File: src/rtl/ifu_pkg.sv
// Shared widths, opcodes, NOP encoding and FSM state type for the fetch unit.
// Also holds the B/J immediate decode helpers used by the static predictor.
package ifu_pkg;

    localparam int unsigned PC_WIDTH    = 32;
    localparam int unsigned INSTR_WIDTH = 32;

    localparam logic [INSTR_WIDTH-1:0] INSTR_NOP = 32'h0000_0013;
    localparam logic [6:0]             OPC_BXX   = 7'b1100011;
    localparam logic [6:0]             OPC_JAL   = 7'b1101111;

    typedef enum logic [1:0] {
        StIdle  = 2'd0,
        StReq   = 2'd1,
        StWait  = 2'd2,
        StDrain = 2'd3
    } ifu_state_e;

    function automatic logic [PC_WIDTH-1:0] imm_b(input logic [INSTR_WIDTH-1:0] instr);
        return {{(PC_WIDTH-12){instr[31]}}, instr[7], instr[30:25], instr[11:8], 1'b0};
    endfunction

    function automatic logic [PC_WIDTH-1:0] imm_j(input logic [INSTR_WIDTH-1:0] instr);
        return {{(PC_WIDTH-20){instr[31]}}, instr[19:12], instr[20], instr[30:21], 1'b0};
    endfunction

endpackage

File: src/rtl/ifu_if.sv
// Fetch unit bus bundle: instruction memory, EX redirect and the decode handshake.
// The master side is the fetch unit; the slave side is memory/EX/decode.
interface ifu_if;
    import ifu_pkg::*;

    logic                   imem_req_o;
    logic [PC_WIDTH-1:0]    imem_addr_o;
    logic                   imem_gnt_i;
    logic                   imem_rvalid_i;
    logic [INSTR_WIDTH-1:0] imem_rdata_i;
    logic                   ex_pipe_flush_i;
    logic [PC_WIDTH-1:0]    ex_pipe_flush_pc_i;
    logic                   if_valid_o;
    logic                   id_ready_i;
    logic [PC_WIDTH-1:0]    if_pc_o;
    logic [INSTR_WIDTH-1:0] if_instr_o;
    logic                   if_prdt_taken_o;

    modport master (
        output imem_req_o, imem_addr_o, if_valid_o, if_pc_o, if_instr_o, if_prdt_taken_o,
        input  imem_gnt_i, imem_rvalid_i, imem_rdata_i, ex_pipe_flush_i, ex_pipe_flush_pc_i,
               id_ready_i
    );

    modport slave (
        input  imem_req_o, imem_addr_o, if_valid_o, if_pc_o, if_instr_o, if_prdt_taken_o,
        output imem_gnt_i, imem_rvalid_i, imem_rdata_i, ex_pipe_flush_i, ex_pipe_flush_pc_i,
               id_ready_i
    );

endinterface

File: src/rtl/ifu_bpu.sv
// Combinational static predictor: backward branches and JAL predicted taken.
// Produces the predicted next fetch PC for the instruction at pc.
module ifu_bpu
    import ifu_pkg::*;
(
    input  logic [INSTR_WIDTH-1:0] instr,
    input  logic [PC_WIDTH-1:0]    pc,
    output logic                   prdt_taken,
    output logic [PC_WIDTH-1:0]    prdt_pc
);

    logic [6:0] opcode;

    assign opcode = instr[6:0];

    always_comb begin
        prdt_taken = 1'b0;
        prdt_pc    = pc + PC_WIDTH'(4);
        case (opcode)
            OPC_BXX: begin
                if (instr[31]) begin
                    prdt_taken = 1'b1;
                    prdt_pc    = pc + imm_b(instr);
                end
            end
            OPC_JAL: begin
                prdt_taken = 1'b1;
                prdt_pc    = pc + imm_j(instr);
            end
            default: ;
        endcase
    end

endmodule

File: src/rtl/ifu.sv
// Instruction fetch unit: single-outstanding fetch FSM, fetch PC and the
// valid/ready output register towards decode.
module ifu
    import ifu_pkg::*;
#(
    parameter logic [PC_WIDTH-1:0] RESET_PC = '0
) (
    input  logic  clk,
    input  logic  rst,
    ifu_if.master bus
);

    ifu_state_e             state;
    logic [PC_WIDTH-1:0]    fetch_pc;
    logic                   if_valid;
    logic [PC_WIDTH-1:0]    if_pc;
    logic [INSTR_WIDTH-1:0] if_instr;
    logic                   if_taken;

    logic                   slot_free;
    logic                   req;
    logic                   gnt_acc;
    logic                   rsp_acc;
    logic                   flush;
    logic                   prdt_taken;
    logic [PC_WIDTH-1:0]    prdt_pc;

    assign flush     = bus.ex_pipe_flush_i;
    assign slot_free = ~if_valid | bus.id_ready_i;
    assign req       = (state == StReq) & slot_free;
    assign gnt_acc   = req & bus.imem_gnt_i;
    // A response landing together with a flush belongs to the wrong path.
    assign rsp_acc   = (state == StWait) & bus.imem_rvalid_i & ~flush;

    ifu_bpu u_bpu (
        .instr      (bus.imem_rdata_i),
        .pc         (fetch_pc),
        .prdt_taken (prdt_taken),
        .prdt_pc    (prdt_pc)
    );

    always_ff @(posedge clk or posedge rst) begin
        if (rst) begin
            state    <= StIdle;
            fetch_pc <= RESET_PC;
            if_valid <= 1'b0;
            if_pc    <= '0;
            if_instr <= INSTR_NOP;
            if_taken <= 1'b0;
        end else begin
            case (state)
                StIdle:  state <= StReq;
                StReq: begin
                    if (gnt_acc) begin
                        state <= flush ? StDrain : StWait;
                    end
                end
                StWait: begin
                    if (bus.imem_rvalid_i) begin
                        state <= StReq;
                    end else if (flush) begin
                        state <= StDrain;
                    end
                end
                StDrain: begin
                    if (bus.imem_rvalid_i) begin
                        state <= StReq;
                    end
                end
                default: state <= StIdle;
            endcase

            if (flush) begin
                fetch_pc <= bus.ex_pipe_flush_pc_i;
            end else if (rsp_acc) begin
                fetch_pc <= prdt_pc;
            end

            if (flush) begin
                if_valid <= 1'b0;
            end else if (rsp_acc) begin
                if_valid <= 1'b1;
                if_pc    <= fetch_pc;
                if_instr <= bus.imem_rdata_i;
                if_taken <= prdt_taken;
            end else if (bus.id_ready_i) begin
                if_valid <= 1'b0;
            end
        end
    end

    assign bus.imem_req_o      = req;
    assign bus.imem_addr_o     = fetch_pc;
    assign bus.if_valid_o      = if_valid;
    assign bus.if_pc_o         = if_pc;
    assign bus.if_instr_o      = if_instr;
    assign bus.if_prdt_taken_o = if_taken;

endmodule

File: src/flat_wrapper.sv
// flat-port wrapper written by rule: the top's interface ports become plain ports
module ifu_flat import ifu_pkg::*;
#(
    parameter logic [PC_WIDTH-1:0] RESET_PC = '0
)
  (clk, rst, bus_imem_req_o, bus_imem_addr_o, bus_if_valid_o, bus_if_pc_o, bus_if_instr_o, bus_if_prdt_taken_o, bus_imem_gnt_i, bus_imem_rvalid_i, bus_imem_rdata_i, bus_ex_pipe_flush_i, bus_ex_pipe_flush_pc_i, bus_id_ready_i);
  ifu_if bus_i ();
  input  logic clk;
  input  logic rst;
  output wire logic [$bits(bus_i.imem_req_o)-1:0] bus_imem_req_o;
  output wire logic [$bits(bus_i.imem_addr_o)-1:0] bus_imem_addr_o;
  output wire logic [$bits(bus_i.if_valid_o)-1:0] bus_if_valid_o;
  output wire logic [$bits(bus_i.if_pc_o)-1:0] bus_if_pc_o;
  output wire logic [$bits(bus_i.if_instr_o)-1:0] bus_if_instr_o;
  output wire logic [$bits(bus_i.if_prdt_taken_o)-1:0] bus_if_prdt_taken_o;
  input wire logic [$bits(bus_i.imem_gnt_i)-1:0] bus_imem_gnt_i;
  input wire logic [$bits(bus_i.imem_rvalid_i)-1:0] bus_imem_rvalid_i;
  input wire logic [$bits(bus_i.imem_rdata_i)-1:0] bus_imem_rdata_i;
  input wire logic [$bits(bus_i.ex_pipe_flush_i)-1:0] bus_ex_pipe_flush_i;
  input wire logic [$bits(bus_i.ex_pipe_flush_pc_i)-1:0] bus_ex_pipe_flush_pc_i;
  input wire logic [$bits(bus_i.id_ready_i)-1:0] bus_id_ready_i;
  assign bus_imem_req_o = bus_i.imem_req_o;
  assign bus_imem_addr_o = bus_i.imem_addr_o;
  assign bus_if_valid_o = bus_i.if_valid_o;
  assign bus_if_pc_o = bus_i.if_pc_o;
  assign bus_if_instr_o = bus_i.if_instr_o;
  assign bus_if_prdt_taken_o = bus_i.if_prdt_taken_o;
  assign bus_i.imem_gnt_i = bus_imem_gnt_i;
  assign bus_i.imem_rvalid_i = bus_imem_rvalid_i;
  assign bus_i.imem_rdata_i = bus_imem_rdata_i;
  assign bus_i.ex_pipe_flush_i = bus_ex_pipe_flush_i;
  assign bus_i.ex_pipe_flush_pc_i = bus_ex_pipe_flush_pc_i;
  assign bus_i.id_ready_i = bus_id_ready_i;
  ifu #(.RESET_PC(RESET_PC)) u_core (.clk(clk), .rst(rst), .bus(bus_i));
endmodule
File: config.mk
export PLATFORM = sky130hd
export DESIGN_NAME = ifu_flat
export DESIGN_NICKNAME = d
export VERILOG_FILES = /design/src/rtl/ifu_pkg.sv /design/src/rtl/ifu_if.sv /design/src/rtl/ifu_bpu.sv /design/src/rtl/ifu.sv /design/src/flat_wrapper.sv
export SDC_FILE = /design/constraint.sdc
export NUM_CORES = 1
export LEC_CHECK = 0
export ABC_AREA = 1
export CAP_MARGIN = 15
export CORE_UTILIZATION = 60
export CTS_CLUSTER_DIAMETER = 120
export DETAILED_ROUTE_END_ITERATION = 12
export DONT_BUFFER_PORTS = 1
export PLACE_DENSITY = 0.87
export SYNTH_ARGS = -nofsm -noshare
export SYNTH_HDL_FRONTEND = slang
export SYNTH_HIERARCHICAL = 1
export SYNTH_SLANG_ARGS = --single-unit
export TNS_END_PERCENT = 5
File: constraint.sdc
create_clock -name clk -period 3.1 [get_ports clk]
set_input_delay 0.31 -clock clk [delete_from_list [all_inputs] [get_ports clk]]
set_output_delay 0.31 -clock clk [all_outputs]
set_load 0.1 [all_outputs]
After elaboration in Yosys (flattened, before gate mapping) --
Cells that the tools add are included.
Word-level totals: flip-flop bits (word level) 100, latch bits 0, RAM bits 0, memory bits (read-only) 0, bits of input ports 70, output and inout port bits 99, logic and storage cells 44, memories 0
Operators by class: add/subtract/negate cells 3, $mul 0, div/mod/pow operators 0, $lt $le $gt $ge 0, eq/ne operators 8, shift-type cells 0, mux-type cells 15, bitwise gates (word level) 7, reduce and logical (&&, ||, !) cells 5
Operators with widths (count):
- two-way mux 32 bit | 3
- adder 32 bit | 2
- one-hot mux 32 bit (2 select lines) | 1
- adder 32 x 3 -> 32 bit, second input constant | 1
- equality test 7 bit, second input constant | 2
- two-way mux 2 bit | 4
- one-hot mux 2 bit (4 select lines) | 1
- two-way mux 1 bit | 5
- AND 1 bit | 4
- equality test 2 bit, second input constant | 2
- != test 3 bit, second input constant | 1
- AND reduction 3 bit | 1
- nonzero test 3 bit | 1
- equality test 2 x 1 -> 1 bit, second input constant | 1
- logical NOT 2 bit | 1
- != test 2 x 1 -> 1 bit, second input constant | 1
- != test 2 bit, second input constant | 1
- inverter 1 bit | 2
- one-hot mux 1 bit (2 select lines) | 1
- AND reduction 2 bit | 1
- nonzero test 2 bit | 1
- bitwise OR 1 bit | 1

Longest topological paths before layout --
depth in word-level cells 6, mapped depth 17, depth with buffers taken out 17

Hierarchy --
The synthesis kept the hierarchy.
By module, submodules not included:
- ifu_bpu | instances 1, cells each 1163, area an instance 5451.5 um^2, seq. area each 0.0 um^2
- ifu | instances 1, cells each 483, area an instance 4341.7 um^2, seq. area each 2506.2 um^2

Least setup slack after synthesis --
Ideal clock, no wire load.
path type register -> register, start point register u_core.fetch_pc[2], in the netlist u_core/bus.imem_addr_o[2], end point register u_core.fetch_pc[17], in the netlist u_core/bus.imem_addr_o[17], arrival 2.898 ns, data required time 3.018 ns, path slack 0.119 ns, stages on the path, launching flop included 14, buffers on the path 0, cells stage by stage dfrtp_1 inv_1 fa_1 inv_1 nand3_1 nand3_1 inv_1 o21ai_0 nand3_1 nand3b_1 nand3_1 nand3_1 nand2_1 a31oi_1
Between the ends: word-level cells in the longest chain between the ends 5
RTL lines:
- start: declaration | RTL line ifu.sv:14 | logic [PC_WIDTH-1:0] fetch_pc;
- start signal: assignment | RTL line ifu.sv:74 | fetch_pc <= bus.ex_pipe_flush_pc_i;
- start signal: assignment | RTL line ifu.sv:76 | fetch_pc <= prdt_pc;
- adder 32 x 3 -> 32 bit / adder 32 bit (equally long branches) | RTL line ifu_bpu.sv:18, ifu_bpu.sv:23
- two-way mux 32 bit | RTL line ifu_bpu.sv:21 | if (instr[31]) begin
- one-hot mux 32 bit (2 select lines) * | RTL line ifu_bpu.sv:19 | case (opcode)
- net u_core.prdt_pc[17] | RTL line ifu.sv:26 | logic [PC_WIDTH-1:0] prdt_pc;
- two-way mux 32 bit * | RTL line ifu.sv:75 | end else if (rsp_acc) begin
- two-way mux 32 bit * | RTL line ifu.sv:73 | if (flush) begin
Mark *: on every way through the listed nets, which the timed path passes. The rest lies on a longest branch. The select of a mux whose other input is x is not followed. A chain may end at the register's enable or synchronous reset.

Final worst setup path --
start point register u_core.fetch_pc[5], in the netlist u_core/bus.imem_addr_o[5], end point register u_core.fetch_pc[29], in the netlist u_core/bus.imem_addr_o[29]
Same word-level chain as after synthesis.

==> flow_summary.yaml <==
floorplan:
  ioPinCount: 169
  die_y_um: 130
  dieWidth_um: 130
  rows: 46
  core_area_um2: 15900
  die_area_um2: 16800
  initial_core_util: 0.616
sta:
  worst_slew_pin_slew_ns: 0.972
  max_freq_ghz: 0.367
  period_minus_slack_ns: 2.72
  skew_ns: 0.0122
  rsz0062_at_grt: "false"
  finalSetupViolCount: 0
  layout_setup_ws_ns: 0.375
  hold_viol: 0
  post-route-period-util: 0.879
  slew_headroom: 0.352
  drv_slew: 0
  setup_tns_ns: 0
outcome:
  outcome: "finished clean"
logic_synthesis:
  synth.distinct_cells: 42
  synthArstFlopShare: 1.00
  ys_ff_latch: 100
  syn_area_per_cell_um2: 5.95
  synth-edff-count: 0
  syn_area_um2: 9790
  yosysWarnings: 6
  synthFlopType: "dfrtp_1"
  synth_fp_nets: 1765
  synthCells: 1646
  synth-seq-area-share: 0.256
detailed_routing:
  drt_iter0_drc: 1288
  drt_first_pass_iters: 7
  drc: 0
  wl_per_cell_um: 18.4
  vias_per_cell: 5.82
  drt_wl_total_um: 34700
  drtAntennaViolNets: 0
  vias: 11000
place:
  dp_slack_ns: 0.442
  hpwl_um: 27600
  gp_congestion: 1.05
  numPortBuffers: 0
finish:
  drive_above_1_share: 0.0624
  fillCellCount: 1541
  syn_to_final_growth_pct: 6.92
  final_cell_mix: "nand2_1, inv_1, nor2_1"
  layout.nets: 1782
  antenna_cells: 0
  multi_input_area_um2: 6000
  regArea_um2: 2510
  postLayoutCoreUtil: 0.659
  final_common_cell: "nand2_1"
global_route:
  grt_overflow_total: 0
  grt_usage: 0.414
  grt_pass1_vias: 9916
  antenna_found_initial: 0
  grt_max_degree: 77
  grt_pass1_wl_um: 52300
critical_path:
  start_kind: "flip-flop"
  r2r-start: "u_core/bus.imem_addr_o[5]"
  crit_type: "reg2reg"
  reg2reg_depth: 14
  worstPathCellList: "ha_1 -> nand2_1 -> inv_1 -> nand2_1 -> nor2_1 -> nand2_1 -> nand3_1 -> nand2_1 -> nand3_1 -> nand3_1 -> nand2_1 -> nand3_1 -> nand2_1 -> a31oi_1"
  crit_top_cell: "nand2_1"
  end_kind: "flip-flop"
  cpMaxStageDelayCell: "dfrtp_1"
  critPathMaxStageDelay_ns: 0.53
  arrival_ns: 2.94
  worst_path_dominant_cell_family: "simple AND/OR/NAND/NOR gates"
  rrSetupSlack_ns: 0.38
  path_buf_inv: 1
  critPathMaxFanout: 9
  required_ns: 3.31
  rr_endpoint: "u_core/bus.imem_addr_o[29]"
power:
  p_leak_nw: 5.82
  ir_worst_vdd_v: 0.000768
  power.density_nw_per_um2: 1020
run:
  drv_cap: 0
clock_network:
  cts-root-buf: "clkbuf_16"
  cts_inserted_buffers: 9
  htree_levels: 3
  cts_tree: "built"
  cts_resized: 0
  clockBufferDepth: 2
  clkSlewWorstSetupHoldPaths_ns: 0.08
  clock-sinks: 100
  clk_latency_ns: 0.37
worst_hold_path:
  min_to: "u_core/bus.if_valid_o"
  hold_path_class: "in2reg"
  worstHoldPathCells: 1
  worstHoldStart: "bus_ex_pipe_flush_i"
## final cells by class
| cell class | count | share of cell area |
|---|---|---|
| multi-input combinational | 1236 | 0.573 |
| sequential | 100 | 0.239 |
| inverter | 268 | 0.0968 |
| timing repair buffer | 48 | 0.0358 |
| tap | 216 | 0.0258 |
| clock buffer | 9 | 0.0215 |
| clock inverter | 7 | 0.00765 |
## report_power, final
| group | internal, mW | switching [mW] |
|---|---|---|
| logic | 1.28 | 3.24 |
| clock network | 0.575 | 0.600 |
| registers | 1.74 | 3.24 |
| total | 3.59 | 7.08 |
## synthesized netlist by cell type, drive strengths merged, types with 13 or more instances
cell type,number,share of area
dfrtp,97,0.25
buf,27,0.023
nand4,18,0.011
ha,47,0.060
a21oi,67,0.034
a31oi,34,0.022
o21ai,97,0.056
xor2,13,0.012
inv,268,0.10
nand3,144,0.076
clkbuf,15,0.0059
nor2,150,0.060
nand2,602,0.23
nor3,19,0.011
## per-stage QoR
| step | area [um2] | cells | hold WS (ns) | power, mW |
|---|---|---|---|---|
| floorplan | 9790 | 1646 | 0.421 | 8.25 |
| global placement | 10200 | 1867 | 0.308 | 9.28 |
| detailed placement | 10200 | 1867 | 0.307 | 9.40 |
| CTS | 10500 | 1884 | 0.0475 | 10.6 |
| global route | 10500 | 1884 | 0.0571 | 11.2 |
| finish | 10500 | 1884 | 0.0555 | 10.7 |
## registers in the layout (all words and copies together) (netlist names)
name / count
u_core/state: 2
u_core/bus.if_instr_o: 32
u_core/bus.if_valid_o: 1
u_core/bus.if_prdt_taken_o: 1
u_core/bus.if_pc_o: 32
u_core/bus.imem_addr_o: 32
## worst max-delay path by stage
stage                               from                    endpoint  slack [ns]  cells after the start
2_1_floorplan  u_core/bus.imem_addr_o[2]  u_core/bus.imem_addr_o[17]        0.12                     13
3_3_place_gp   u_core/bus.imem_addr_o[5]  u_core/bus.imem_addr_o[17]        0.47                     12
3_5_place_dp   u_core/bus.imem_addr_o[5]  u_core/bus.imem_addr_o[22]        0.44                     13
4_1_cts        u_core/bus.imem_addr_o[5]  u_core/bus.imem_addr_o[22]        0.43                     13
5_1_grt        u_core/bus.imem_addr_o[1]  u_core/bus.imem_addr_o[17]        0.07                     14
6_report       u_core/bus.imem_addr_o[5]  u_core/bus.imem_addr_o[29]        0.38                     14
## per-layer routing
layer	global-route usage	share of wire	vias to the layer above
li1	-	-	5246
met1	0.509	0.38	4930
met2	0.669	0.45	655
met3	0.0697	0.10	136
met4	0.273	0.062	0
met5	0	0	-
## kinds of logic after synthesis
logic type,Yosys count,synth area share
AOI/OAI and AO/OA,221,0.130
xor gates and xnor gates,16,0.0143
adders and majority gates,49,0.0641
buffers and inverters,310,0.132
DFF,100,0.256
and+or+nand+nor,950,0.404
## what timing repair did
| action | 4_1_cts | 5_1_grt |
|---|---|---|
| hold buffers | 1 | 0 |
| setup buffers | 0 | 0 |
| setup endpoints to repair | 0 | 0 |
| hold endpoints to repair | 43 | 0 |
No activity file was read; power rests on OpenSTA's default activity.
